`src/rtl/usr_pkg.sv`:
```
// Shared definitions for the universal shift register: mode encodings and widths.
package usr_pkg;

  localparam int MODE_W = 3;

  localparam logic [MODE_W-1:0] MODE_HOLD = 3'd0;
  localparam logic [MODE_W-1:0] MODE_LOAD = 3'd1;
  localparam logic [MODE_W-1:0] MODE_SHL  = 3'd2;
  localparam logic [MODE_W-1:0] MODE_SHR  = 3'd3;
  localparam logic [MODE_W-1:0] MODE_ROL  = 3'd4;
  localparam logic [MODE_W-1:0] MODE_ROR  = 3'd5;
  localparam logic [MODE_W-1:0] MODE_INC  = 3'd6;
  localparam logic [MODE_W-1:0] MODE_DEC  = 3'd7;

endpackage

```
`src/rtl/usr_next_state.sv`:
```
// Combinational next-value logic for the universal shift register:
// produces the next register contents and carry/borrow/shift-out flag for a given mode.
module usr_next_state
  import usr_pkg::*;
#(
  parameter int WIDTH    = 8,
  parameter int SATURATE = 0
) (
  input  logic [MODE_W-1:0] mode,
  input  logic [WIDTH-1:0]  cur_data,
  input  logic              cur_flag_c,
  input  logic [WIDTH-1:0]  data_in,
  input  logic              ser_in_l,
  input  logic              ser_in_r,
  output logic [WIDTH-1:0]  next_data,
  output logic              next_flag_c
);

  logic [WIDTH:0] inc_sum;
  logic [WIDTH:0] dec_diff;
  logic           all_ones;
  logic           all_zero;

  assign inc_sum  = {1'b0, cur_data} + {{WIDTH{1'b0}}, 1'b1};
  assign dec_diff = {1'b0, cur_data} - {{WIDTH{1'b0}}, 1'b1};
  assign all_ones = &cur_data;
  assign all_zero = ~|cur_data;

  always_comb begin
    next_data   = cur_data;
    next_flag_c = cur_flag_c;
    case (mode)
      MODE_LOAD: begin
        next_data   = data_in;
        next_flag_c = 1'b0;
      end
      MODE_SHL: begin
        next_data   = {cur_data[WIDTH-2:0], ser_in_l};
        next_flag_c = cur_data[WIDTH-1];
      end
      MODE_SHR: begin
        next_data   = {ser_in_r, cur_data[WIDTH-1:1]};
        next_flag_c = cur_data[0];
      end
      MODE_ROL: begin
        next_data   = {cur_data[WIDTH-2:0], cur_data[WIDTH-1]};
        next_flag_c = cur_data[WIDTH-1];
      end
      MODE_ROR: begin
        next_data   = {cur_data[0], cur_data[WIDTH-1:1]};
        next_flag_c = cur_data[0];
      end
      MODE_INC: begin
        // Saturating counters pin at the rail and report the clamp through flag_c.
        if (SATURATE != 0 && all_ones) begin
          next_data   = cur_data;
          next_flag_c = 1'b1;
        end else begin
          next_data   = inc_sum[WIDTH-1:0];
          next_flag_c = inc_sum[WIDTH];
        end
      end
      MODE_DEC: begin
        if (SATURATE != 0 && all_zero) begin
          next_data   = cur_data;
          next_flag_c = 1'b1;
        end else begin
          next_data   = dec_diff[WIDTH-1:0];
          next_flag_c = dec_diff[WIDTH];
        end
      end
      default: begin
        next_data   = cur_data;
        next_flag_c = cur_flag_c;
      end
    endcase
  end

endmodule

```
`src/rtl/universal_shift_reg.sv`:
```
// WIDTH-bit register with hold/load/shift/rotate/inc/dec modes, a registered
// carry/borrow/shift-out flag and a combinational zero flag.
module universal_shift_reg
  import usr_pkg::*;
#(
  parameter int               WIDTH       = 8,
  parameter logic [WIDTH-1:0] RESET_VALUE = '0,
  parameter int               SATURATE    = 0
) (
  input  logic              clk,
  input  logic              rst,
  input  logic              en,
  input  logic [MODE_W-1:0] mode,
  input  logic [WIDTH-1:0]  data_in,
  input  logic              ser_in_l,
  input  logic              ser_in_r,
  output logic [WIDTH-1:0]  data_out,
  output logic              flag_c,
  output logic              flag_z
);

  logic [WIDTH-1:0] next_data;
  logic             next_flag_c;

  usr_next_state #(
    .WIDTH    (WIDTH),
    .SATURATE (SATURATE)
  ) u_next (
    .mode        (mode),
    .cur_data    (data_out),
    .cur_flag_c  (flag_c),
    .data_in     (data_in),
    .ser_in_l    (ser_in_l),
    .ser_in_r    (ser_in_r),
    .next_data   (next_data),
    .next_flag_c (next_flag_c)
  );

  // Reset wins over enable, so an operation in flight is dropped whole.
  always_ff @(posedge clk) begin
    if (!rst) begin
      data_out <= RESET_VALUE;
      flag_c   <= 1'b0;
    end else if (en) begin
      data_out <= next_data;
      flag_c   <= next_flag_c;
    end
  end

  assign flag_z = (data_out == '0);

endmodule

```
`config.mk`:
```
export PLATFORM = sky130hd
export DESIGN_NAME = universal_shift_reg
export DESIGN_NICKNAME = d
export VERILOG_FILES = /design/src/rtl/usr_pkg.sv /design/src/rtl/usr_next_state.sv /design/src/rtl/universal_shift_reg.sv
export SDC_FILE = /design/constraint.sdc
export NUM_CORES = 1
export LEC_CHECK = 0
export CAP_MARGIN = 15
export CORE_UTILIZATION = 47
export CTS_BUF_LIST = sky130_fd_sc_hd__clkbuf_8
export DETAILED_ROUTE_END_ITERATION = 8
export GPL_TIMING_DRIVEN = 0
export PLACE_DENSITY = 0.8
export SLEW_MARGIN = 30
export SYNTH_ARGS = -nofsm -noshare
export SYNTH_HDL_FRONTEND = slang
export SYNTH_SLANG_ARGS = --single-unit
export TNS_END_PERCENT = 30
```
`constraint.sdc`:
```
create_clock -name clk -period 2.75 [get_ports clk]
set_input_delay 0.275 -clock clk [delete_from_list [all_inputs] [get_ports clk]]
set_output_delay 0.275 -clock clk [all_outputs]
set_load 0.02 [all_outputs]
```
After elaboration in Yosys (flattened, before gate mapping)
Cells that the tools add are included.
Word-level totals
  bits in registers: 9
  output and inout bits: 10
  logic and storage cells: 20
Cells by class
  multiplexer cells: 2
  add/sub/neg operators: 2
  reduce and logical (&&, ||, !) cells: 7
  equality and inequality tests: 7
Operator list (number)
  8-bit case mux with 7 select lines: 1
  3-bit == test, second input constant: 4
  8-bit by 1-bit adder with 9-bit output, second input constant: 1
  8-bit by 1-bit subtractor with 9-bit output, second input constant: 1
  8-bit logical NOT: 1
  7-bit nonzero test: 1
  3-bit by 2-bit == test with 1-bit output, second input constant: 2
  1-bit case mux with 5 select lines: 1
  5-bit nonzero test: 1
  2-bit AND reduction: 2
  2-bit OR reduction: 2
  3-bit by 1-bit == test with 1-bit output, second input constant: 1

Depth between registers and ports, before layout
  depth in word-level cells: 4
  gate-level depth with buffers: 8
  mapped depth without buffers: 7

Hierarchy
From an unflattened synthesis, not the netlist that was laid out.
Second synthesis, totals
  cell total of the unflattened synthesis: 151
  area total of the unflattened synthesis: 1186.1 µm²
Modules (own cells, without submodules)
  usr_next_state: cells an instance 120, area an instance 835.8 µm², instances 1, seq. area each 0.0 µm²
  universal_shift_reg: cells an instance 31, area an instance 350.3 µm², instances 1, seq. area each 180.2 µm²

Least setup slack after synthesis
Ideal clock, no wire load.
  kind: register to output
  start: register data_out[2]
  end: output port flag_z
  arrival time: 1.467 ns
  slack: 1.008 ns
  cell stages (with the launch flop): 5
  path through: dfxtp_1 > buf_2 > nor4_1 > nand2_1 > nor3_1
On the way
  longest elaborated chain between the ends: 1
RTL lines
  start, declared: line universal_shift_reg.sv:17  | output logic [WIDTH-1:0] data_out,
  start signal, assigned: line universal_shift_reg.sv:45  | data_out <= next_data;
  8-bit logical NOT: line universal_shift_reg.sv:50  | assign flag_z = (data_out == '0);
  end, declared: line universal_shift_reg.sv:19  | output logic flag_z
Every way passes these cells.

Worst setup path after layout
Ends and elaborated chain as after synthesis.

==> metrics.md <==
| Metric | Value |
|---|---|
| Top FF cell, synth | `dfxtp_1` |
| M2 GR Usage | `between 40% and 50%` |
| CTS tree | `done` |
| Worst slew pin tran | `431.3 ps` |
| Reg-to-reg startpoint | `data_out[1]` |
| Ys Warns | `0` |
| Xor/xnor share of the synthesized area | `between 2 and 3%` |
| GRT Total Usage | `27.38%` |
| Area leader, netlist | `dfxtp_1` |
| Starting Density | `roughly half` |
| Met1 Resource Use GR | `40.44%` |
| Worst-Skew Late Latency | `between 200 and 250 ps` |
| Crit path DAT | `2120 ps` |
| H-tree levels | `1` |
| Post-synthesis simple-gate area fraction | `a little over a quarter` |
| Initial antenna violation count | `0` |
| Mapped Area | `0.001007 mm2` |
| Mux cell area share after synthesis | `under 10%` |
| Syn Area/Cell | `7.194 um2` |
| Die height | `48.29 um` |
| Post-DRT Antenna Nets | `0` |
| DR WL/cell | `roughly 15 um` |
| Top post-synthesis cells by area | `dfxtp_1 18%, mux2i_1 7.0%, a21oi_1 5.5%` |
| Cell variety after synth | `43` |
| Required time worst endpoint | `2480 ps` |
| Power, Total | `between 0.0005 and 0.0006 W` |
| Skew final | `2.786 ps` |
| Synth top area share | `between 10% and 20%` |
| Core ar. | `a little under 0.002 mm2` |
| # IOs | `26` |
| Remaining Overflow, GRT | `0` |
| PwrDens | `about 400 mW/mm2` |
| Resize count post-CTS | `0` |
| Gr busiest metal | `met2` |
| Largest family of logic cells by synthesized area | `compound AO/OA/AOI/OAI gates` |
| Post-Syn Nets | `between 150 and 200` |
| Gpl congestion | `0.8327` |
| Pin count of the biggest net entering global routing | `11` |
| CTS sink cnt | `9` |
| CP startpoint | `data_out[2]` |
| DRT iter0 DRCs | `73` |
| Global routing usage on met3 | `2.222%` |
| Share of flip-flops with an asynchronous set or reset | `0%` |
| Status | `completed` |
| Peak VDD IR | `between 0.0002 and 0.00025 V` |
| Finish-stage setup viols | `0` |
| Layout Cells excl Fill | `roughly 200` |
| WS Path Type | `flip-flop to output port` |
| Pleak | `between 0.5 and 0.6 nW` |
| Number of synthesized register bits | `9` |
| Cell count after synthesis | `140` |
| Layout net count | `about 190` |
| Synth Area in Adders | `under 10%` |
| Clk slew on worst S/H paths | `about 40 ps` |
| TNS Setup | `0 ps` |
| Largest fanout on the critical path | `10` |
| Port Buffer Count | `25` |
| Hold crit path type | `flip-flop to flip-flop` |
| Final hold violations | `0` |
| Max Cap Violations | `0` |
| Vias in the first global route | `approximately 960` |
| Synth-to-layout area growth | `32.67%` |
| Die area | `~0.0023 mm2` |
| Vias | `around 1200` |
| Final wirelength | `~2900 um` |
| CP startpoint kind | `flip-flop` |
| Die Span X | `around 48 um` |
| Clk buf depth | `2` |
| # rows | `16` |
| Fmax | `between 400 and 500 MHz` |
| DR pass1 iterations | `4` |
| Post-CTS Hold Buffers | `0` |
| Via-to-Cell Ratio | `6.189` |
| Slew Viols, Final | `0` |
| CTS Buf Count | `3` |
| Sequential share of the synthesized area | `~18%` |
| Fill cells | `approximately 180` |
| First-pass GRT wire length | `approximately 4300 um` |
| Final min period | `~2400 ps` |
| Placed Instances | `192` |
| Crit. End Element | `output port` |
| EDFF count, synth | `0` |
| Hold path startpoint | `flag_c` |
| ANT cells | `0` |
| Compound-Gate Fraction of Synth Area | `between 30% and 40%` |
| # DRC | `0` |
| Half-perimeter wire length after placement | `2147 um` |
| CTS Root Cell | `clkbuf_8` |
| Fraction of layout cells with a size suffix above 1 | `roughly an eighth` |
| Fin crit share | `roughly 87%` |
| Post-CTS Setup Bufs | `0` |
| Unrepaired setup endpoints after global routing | `false` |
| Worst rel slew slack | `a little under three quarters` |
==> logic make-up (layout without fill, tap and decap cells) <==
group	count (synthesis)	count (layout)
simple gates	52	52
compound gates	45	45
buf+inv	20	49
flops	9	9
mux	8	8
fa+ha+maj	3	3
xor+xnor	3	3
==> flip-flops by register name, indices dropped and copies added, names as in the netlist <==
| signal | count |
|---|---|
| data_out | 8 |
| flag_c | 1 |
==> report_power, final <==
| part | leakage, nW | switching, W | internal (W) | total [W] |
|---|---|---|---|---|
| clock | 0.0269 | 0.0000528 | 0.0000972 | 0.000150 |
| combinational | 0.409 | 0.000122 | 0.000104 | 0.000225 |
| sequential | 0.0740 | 0.0000141 | 0.000142 | 0.000156 |
==> cell type report <==
| type | instances | area, um2 | area share, % |
|---|---|---|---|
| repair buffers | 25 | 250.2 | 18.73 |
| inverters | 7 | 26.28 | 1.966 |
| flip-flops and latches | 9 | 180.2 | 13.48 |
| well taps | 27 | 33.78 | 2.528 |
| clock inverters | 1 | 3.754 | 0.2809 |
| clock buffers | 3 | 41.29 | 3.090 |
| multi-input cells | 111 | 711.9 | 53.28 |
| plain buffers | 13 | 88.84 | 6.648 |
==> cells in the final DEF (no fill, tap or decap), drive strengths merged, types with 2 or more instances in the layout <==
cell type	n
clkdlybuf4s50	25
nand2	13
nor2	11
a21oi	11
nand3	10
buf	10
dfxtp	9
inv	8
a31oi	8
o21ai	8
mux2i	7
clkbuf	6
nor3	5
xnor2	3
nand4	3
a22oi	2
nor2b	2
o211ai	2
a32o	2
o31ai	2
o221a	2
o221ai	2
ha	2
==> path summary, 6_finish.rpt <==
check / to / slack [ps] / depth (start not counted)
min reg2reg: flag_c / 470 / 2
max: flag_z / 360 / 5
max reg2reg: data_out[4] / 870 / 5
min: flag_c / 470 / 2
==> synthesized netlist by cell type (3+ instances only) <==
cell,count
xnor2_1,3
nand4_1,3
inv_1,7
o21ai_0,7
buf_2,6
nor2_1,11
nor3_1,4
nand2_1,13
nand3_1,10
mux2i_1,7
dfxtp_1,9
a31oi_1,8
a21oi_1,11
==> stage by stage <==
step / hold slack [ps] / setup WS (ps) / util, % / area [um2]
3_5_place_dp: 460.2 / 664.1 / 65.15 / 1291
5_1_grt: 509.9 / 241.3 / 67.42 / 1336
2_1_floorplan: 473.6 / 1008 / - / 1007
6_report: 470.6 / 356.4 / 67.42 / 1336
3_3_place_gp: 460.6 / 648.9 / 65.15 / 1291
4_1_cts: 474.0 / 360.3 / 67.42 / 1336
==> worst max-delay path, cell delays in order (launching register included) <==
cell	delay [ps]
dfxtp_1	320
buf_2	180
nor4_1	350
nand2_1	180
nor3_1	200
clkdlybuf4s50_1	640
==> layer usage <==
metal,vias to the layer above,routed length [um]
li1,589,-
met1,561,1340
met2,59,1331
met3,4,224
met4,0,37
met5,-,0
No activity file was read; power rests on OpenSTA's default activity.
==> RTL change 1 (config.mk and constraints unchanged) <==
`SATURATE` is set to 0 in 2 places; all go to 1.
--- a/src/rtl/usr_next_state.sv
+++ b/src/rtl/usr_next_state.sv
@@ -4,7 +4,7 @@
   import usr_pkg::*;
 #(
   parameter int WIDTH    = 8,
-  parameter int SATURATE = 0
+  parameter int SATURATE = 1
 ) (
   input  logic [MODE_W-1:0] mode,
   input  logic [WIDTH-1:0]  cur_data,
--- a/src/rtl/universal_shift_reg.sv
+++ b/src/rtl/universal_shift_reg.sv
@@ -5,7 +5,7 @@
 #(
   parameter int               WIDTH       = 8,
   parameter logic [WIDTH-1:0] RESET_VALUE = '0,
-  parameter int               SATURATE    = 0
+  parameter int               SATURATE    = 1
 ) (
   input  logic              clk,
   input  logic              rst,
Behaviour: not the same (Yosys sat finds a counterexample within 4 cycles, from zero or initial values and one cycle with rst low).
==> RTL change 1 against the original RTL <==
Final area grew 2.5%; largest power group unchanged; wire length grew 0.68%; clock skew is essentially flat; sequential cell count is the same; fmax shrank 9.3%; synthesized area grew 5.3%; critical path type unchanged; setup slack lost 250 ps; power grew 4.6%.
==> RTL change 1: results <==
metrics = {
    "run_status": {
        "status": "finished, final reports clean",
    },
    "grt": {
        "grt_pass1_vias": 1072,
        "use_met3": 0.03704,
        "grt_pass1_wl_um": 5030,
        "grtUsageMet2": 0.4384,
        "track_usage": 0.2682,
    },
    "final_layout": {
        "layout.nets": 184,
        "fill_cells": 190,
        "drive_gt1_frac": 0.1455,
    },
    "routing": {
        "dr.pass1.iters": 5,
        "route.met3.wl_um": 221,
        "wire_per_inst_um": 15.39,
        "met2_length_um": 1437,
        "wl_met1_um": 1265,
    },
    "hold_path": {
        "hold_class": "primary input to register",
    },
    "setup_path": {
        "max_stage_delay_ps": 600,
        "r2r-start": "data_out[0]$_SDFFE_PN0P_",
        "cp_max_fo": 8,
    },
    "pwr": {
        "max-vdd-ir-drop_mv": 0.2477,
        "leakage_uw": 0.0005401,
    },
    "sta": {
        "slew_headroom": 0.6547,
    },
    "synth": {
        "seq_area_frac_synth": 0.1698,
        "synth.net_count": 156,
        "synth_commonest_cells": "15 x nor2_1, 10 x nand2_1, 9 x dfxtp_1, 9 x mux2i_1",
    },
    "place": {
        "numPortBuffers": 23,
    },
}
[RTL change 1: area by class of cell]
| cell class | count | area share |
|---|---|---|
| repair buffers | 23 | 0.1680 |
| inverters | 8 | 0.02192 |
| clock inverters | 1 | 0.002740 |
| flip-flops and latches | 9 | 0.1315 |
| plain buffers | 15 | 0.07763 |
| multi-input cells | 106 | 0.5434 |
| clock buffers | 3 | 0.03014 |
| well taps | 27 | 0.02466 |
[RTL change 1: logic make-up (layout without fill, tap and decap cells)]
family	Yosys count	in the layout	synth area share
XOR/XNOR	5	5	0.04128
multiplexers	10	10	0.09552
buffers and inverters	23	50	0.1285
AND/OR/NAND/NOR	50	50	0.2488
adder cells (fa/ha/maj)	2	2	0.02358
AO/OA/AOI/OAI	39	39	0.2925
flip-flops	9	9	0.1698
[RTL change 1: power groups by stage]
stage	clock [uW]	combinational [uW]	sequential (uW)
finish	157	248	151
global route	167	270	152
CTS	160	248	150
detailed placement	0	247	153
global placement	0	241	152
floorplan	0	158	163
[RTL change 1: through the flow]
step	instances	instance area (um2)	setup WS [ps]	power, uW	hold slack [ps]
after floorplan	138	1061	509.8	321.3	422.0
after global placement	188	1325	401.2	393.9	481.7
after detailed placement	188	1325	364.6	400.2	489.7
after CTS	192	1370	109.0	558.1	458.2
after global routing	192	1370	32.64	588.8	508.4
final	192	1370	110.1	555.2	459.3
[RTL change 1: path summary, 6_finish.rpt]
| path | end | slack (ps) | cells after the start |
|---|---|---|---|
| setup reg to reg | data_out[3]$_SDFFE_PN0P_ | 350 | 10 |
| hold / removal | flag_c$_SDFFE_PN0P_ | 460 | 4 |
| setup / recovery | flag_z | 110 | 6 |
| hold reg to reg | flag_c$_SDFFE_PN0P_ | 490 | 2 |
==> RTL change 2 (config.mk and constraints unchanged) <==
Without the edit above. Register the output `flag_z`; this adds one clock of latency there. The other outputs are not delayed to match.
--- a/src/rtl/universal_shift_reg.sv
+++ b/src/rtl/universal_shift_reg.sv
@@ -47,7 +47,9 @@
     end
   end
 
-  assign flag_z = (data_out == '0);
+  always_ff @(posedge clk) begin
+    flag_z <= (data_out == '0);
+  end
 
 endmodule
 
Formal check against the unedited RTL: not equivalent (a bounded check fails within 4 cycles, from zero or initial values and one cycle with rst low).
==> RTL change 2 against the original RTL <==
Clock skew up 6.9 ps; power up 12%; sequential cell count rose by 1; synthesized area grew 0.99%; clock power rose by 29%; wire length up 6.3%; setup slack improved by 540 ps; final area is 1.5% higher; largest power group unchanged; highest routed layer unchanged.
==> RTL change 2: results <==
metrics = {
    "setup_path": {
        "r2r_slack_ps": 890,
        "start_kind": "register",
        "reg2reg_depth": 5,
        "r2r-start": "data_out[1]$_SDFFE_PN0P_",
        "cp_max_fo": 9,
        "endpoint": "data_out[4]$_SDFFE_PN0P_",
        "arrival_ps": 1990,
    },
    "routing": {
        "drtIter0Drc": 62,
        "drt-total-wl_um": 3118,
        "via_count": 1222,
        "dr.pass1.iters": 5,
    },
    "grt": {
        "antenna_found_initial": 0,
        "track_usage": 0.2928,
        "grt_pass1_wl_um": 5361,
    },
    "sta": {
        "worst_pin_slew_ps": 464.7,
        "skew_ps": 9.664,
        "fmax_mhz": 538.7,
        "finalSetupTns_ps": 0,
    },
    "clocking": {
        "clockBufferDepth": 2,
        "postCtsSetupRepairBufs": 0,
        "clkTransAtPathRegs_ps": 50,
        "cts_root_buffer": "clkbuf_8",
        "cts_buffers": 3,
        "cts_resized": 0,
        "clk_latency_ps": 250,
    },
    "synth": {
        "synth.net_count": 159,
        "synth_compound_area_frac": 0.2989,
        "synth_flop_cell": "dfxtp_1",
        "synth_area_leaders": "dfxtp_1 20%, mux2i_1 6.9%, a21oi_1 5.4%",
        "syn_area_per_cell_um2": 7.214,
        "synth_adder_area_share": 0.03444,
        "synth.top_cell.area_share": 0.1968,
        "yosys_warnings": 0,
        "synthMuxAreaShare": 0.07995,
        "synth.distinct_cells": 42,
        "synth_xor_area_frac": 0.02583,
        "synth_commonest_cells": "13 x nand2_1, 11 x a21oi_1, 11 x nor2_1, 10 x dfxtp_1, 10 x nand3_1",
        "seq_area_frac_synth": 0.1968,
    },
    "pwr": {
        "max-vdd-ir-drop_mv": 0.2502,
        "leakage_uw": 0.0005174,
        "sw_frac_of_total": 0.3464,
    },
    "final_layout": {
        "antenna_cells": 0,
        "largestRegisters": "data_out (8), flag_c (1), flag_z (1)",
        "layout.nets": 189,
        "drive_gt1_frac": 0.1294,
        "final_cells": 197,
    },
    "hold_path": {
        "hold_class": "register to register",
    },
    "place": {
        "gp_congestion": 0.8870,
        "pre_cts_slack_ps": 725.8,
        "dp_hpwl_um": 2266,
    },
    "flow_run": {
        "drv_cap": 0,
    },
    "run_status": {
        "status": "finished, final reports clean",
    },
}
## RTL change 2: worst min path at each step
stage | start | endpoint | slack (ps)
final | flag_c$_SDFFE_PN0P_ | flag_c$_SDFFE_PN0P_ | 470
after global placement | flag_c$_SDFFE_PN0P_ | flag_c$_SDFFE_PN0P_ | 460
after global routing | flag_c$_SDFFE_PN0P_ | flag_c$_SDFFE_PN0P_ | 500
after floorplan | data_in[0] | data_out[0]$_SDFFE_PN0P_ | 470
after CTS | flag_c$_SDFFE_PN0P_ | flag_c$_SDFFE_PN0P_ | 470
after detailed placement | flag_c$_SDFFE_PN0P_ | flag_c$_SDFFE_PN0P_ | 470
## RTL change 2: per-layer routing
metal  GRT usage  vias up  share of wire
met5           0        -              0
met4      0.1667        0          0.026
met3     0.05975       10          0.087
met2      0.4601       70           0.46
met1      0.3709      552           0.43
li1            -      590              -
## RTL change 2: power by group through the flow
stage | registers, uW | logic [uW] | clock network [uW]
5_1_grt | 176 | 246 | 196
2_1_floorplan | 189 | 123 | 0
3_5_place_dp | 176 | 221 | 0
6_report | 174 | 226 | 193
3_3_place_gp | 175 | 216 | 0
4_1_cts | 173 | 223 | 194
## RTL change 2: logic make-up (layout without fill, tap and decap cells)
family | after synthesis | count (layout)
flip-flops | 10 | 10
buffers and inverters | 20 | 49
XOR/XNOR | 3 | 3
AO/OA/AOI/OAI | 45 | 45
AND/OR/NAND/NOR | 52 | 52
adder cells (fa/ha/maj) | 3 | 3
multiplexers | 8 | 8
## RTL change 2: area by class of cell
| type | instances | area [um2] |
|---|---|---|
| fillers | 183 | 645.6 |
| plain buffers | 13 | 78.83 |
| well taps | 27 | 33.78 |
| multi-input cells | 111 | 711.9 |
| inverters | 7 | 26.28 |
| flip-flops and latches | 10 | 200.2 |
| clock buffers | 4 | 55.05 |
| repair buffers | 25 | 250.2 |
## RTL change 2: critical path, cell delays in order, from the launching register on
cell,delay [ps]
dfxtp_1,550
ha_1,240
nor2b_1,250
a31oi_1,160
o221a_2,310
o221a_2,240
## RTL change 2: per-stage QoR
step	utilization	instance area [um2]
CTS	0.6775	1356
floorplan	-	1017
detailed placement	0.6500	1301
global route	0.6775	1356
global placement	0.6500	1301
finish	0.6775	1356
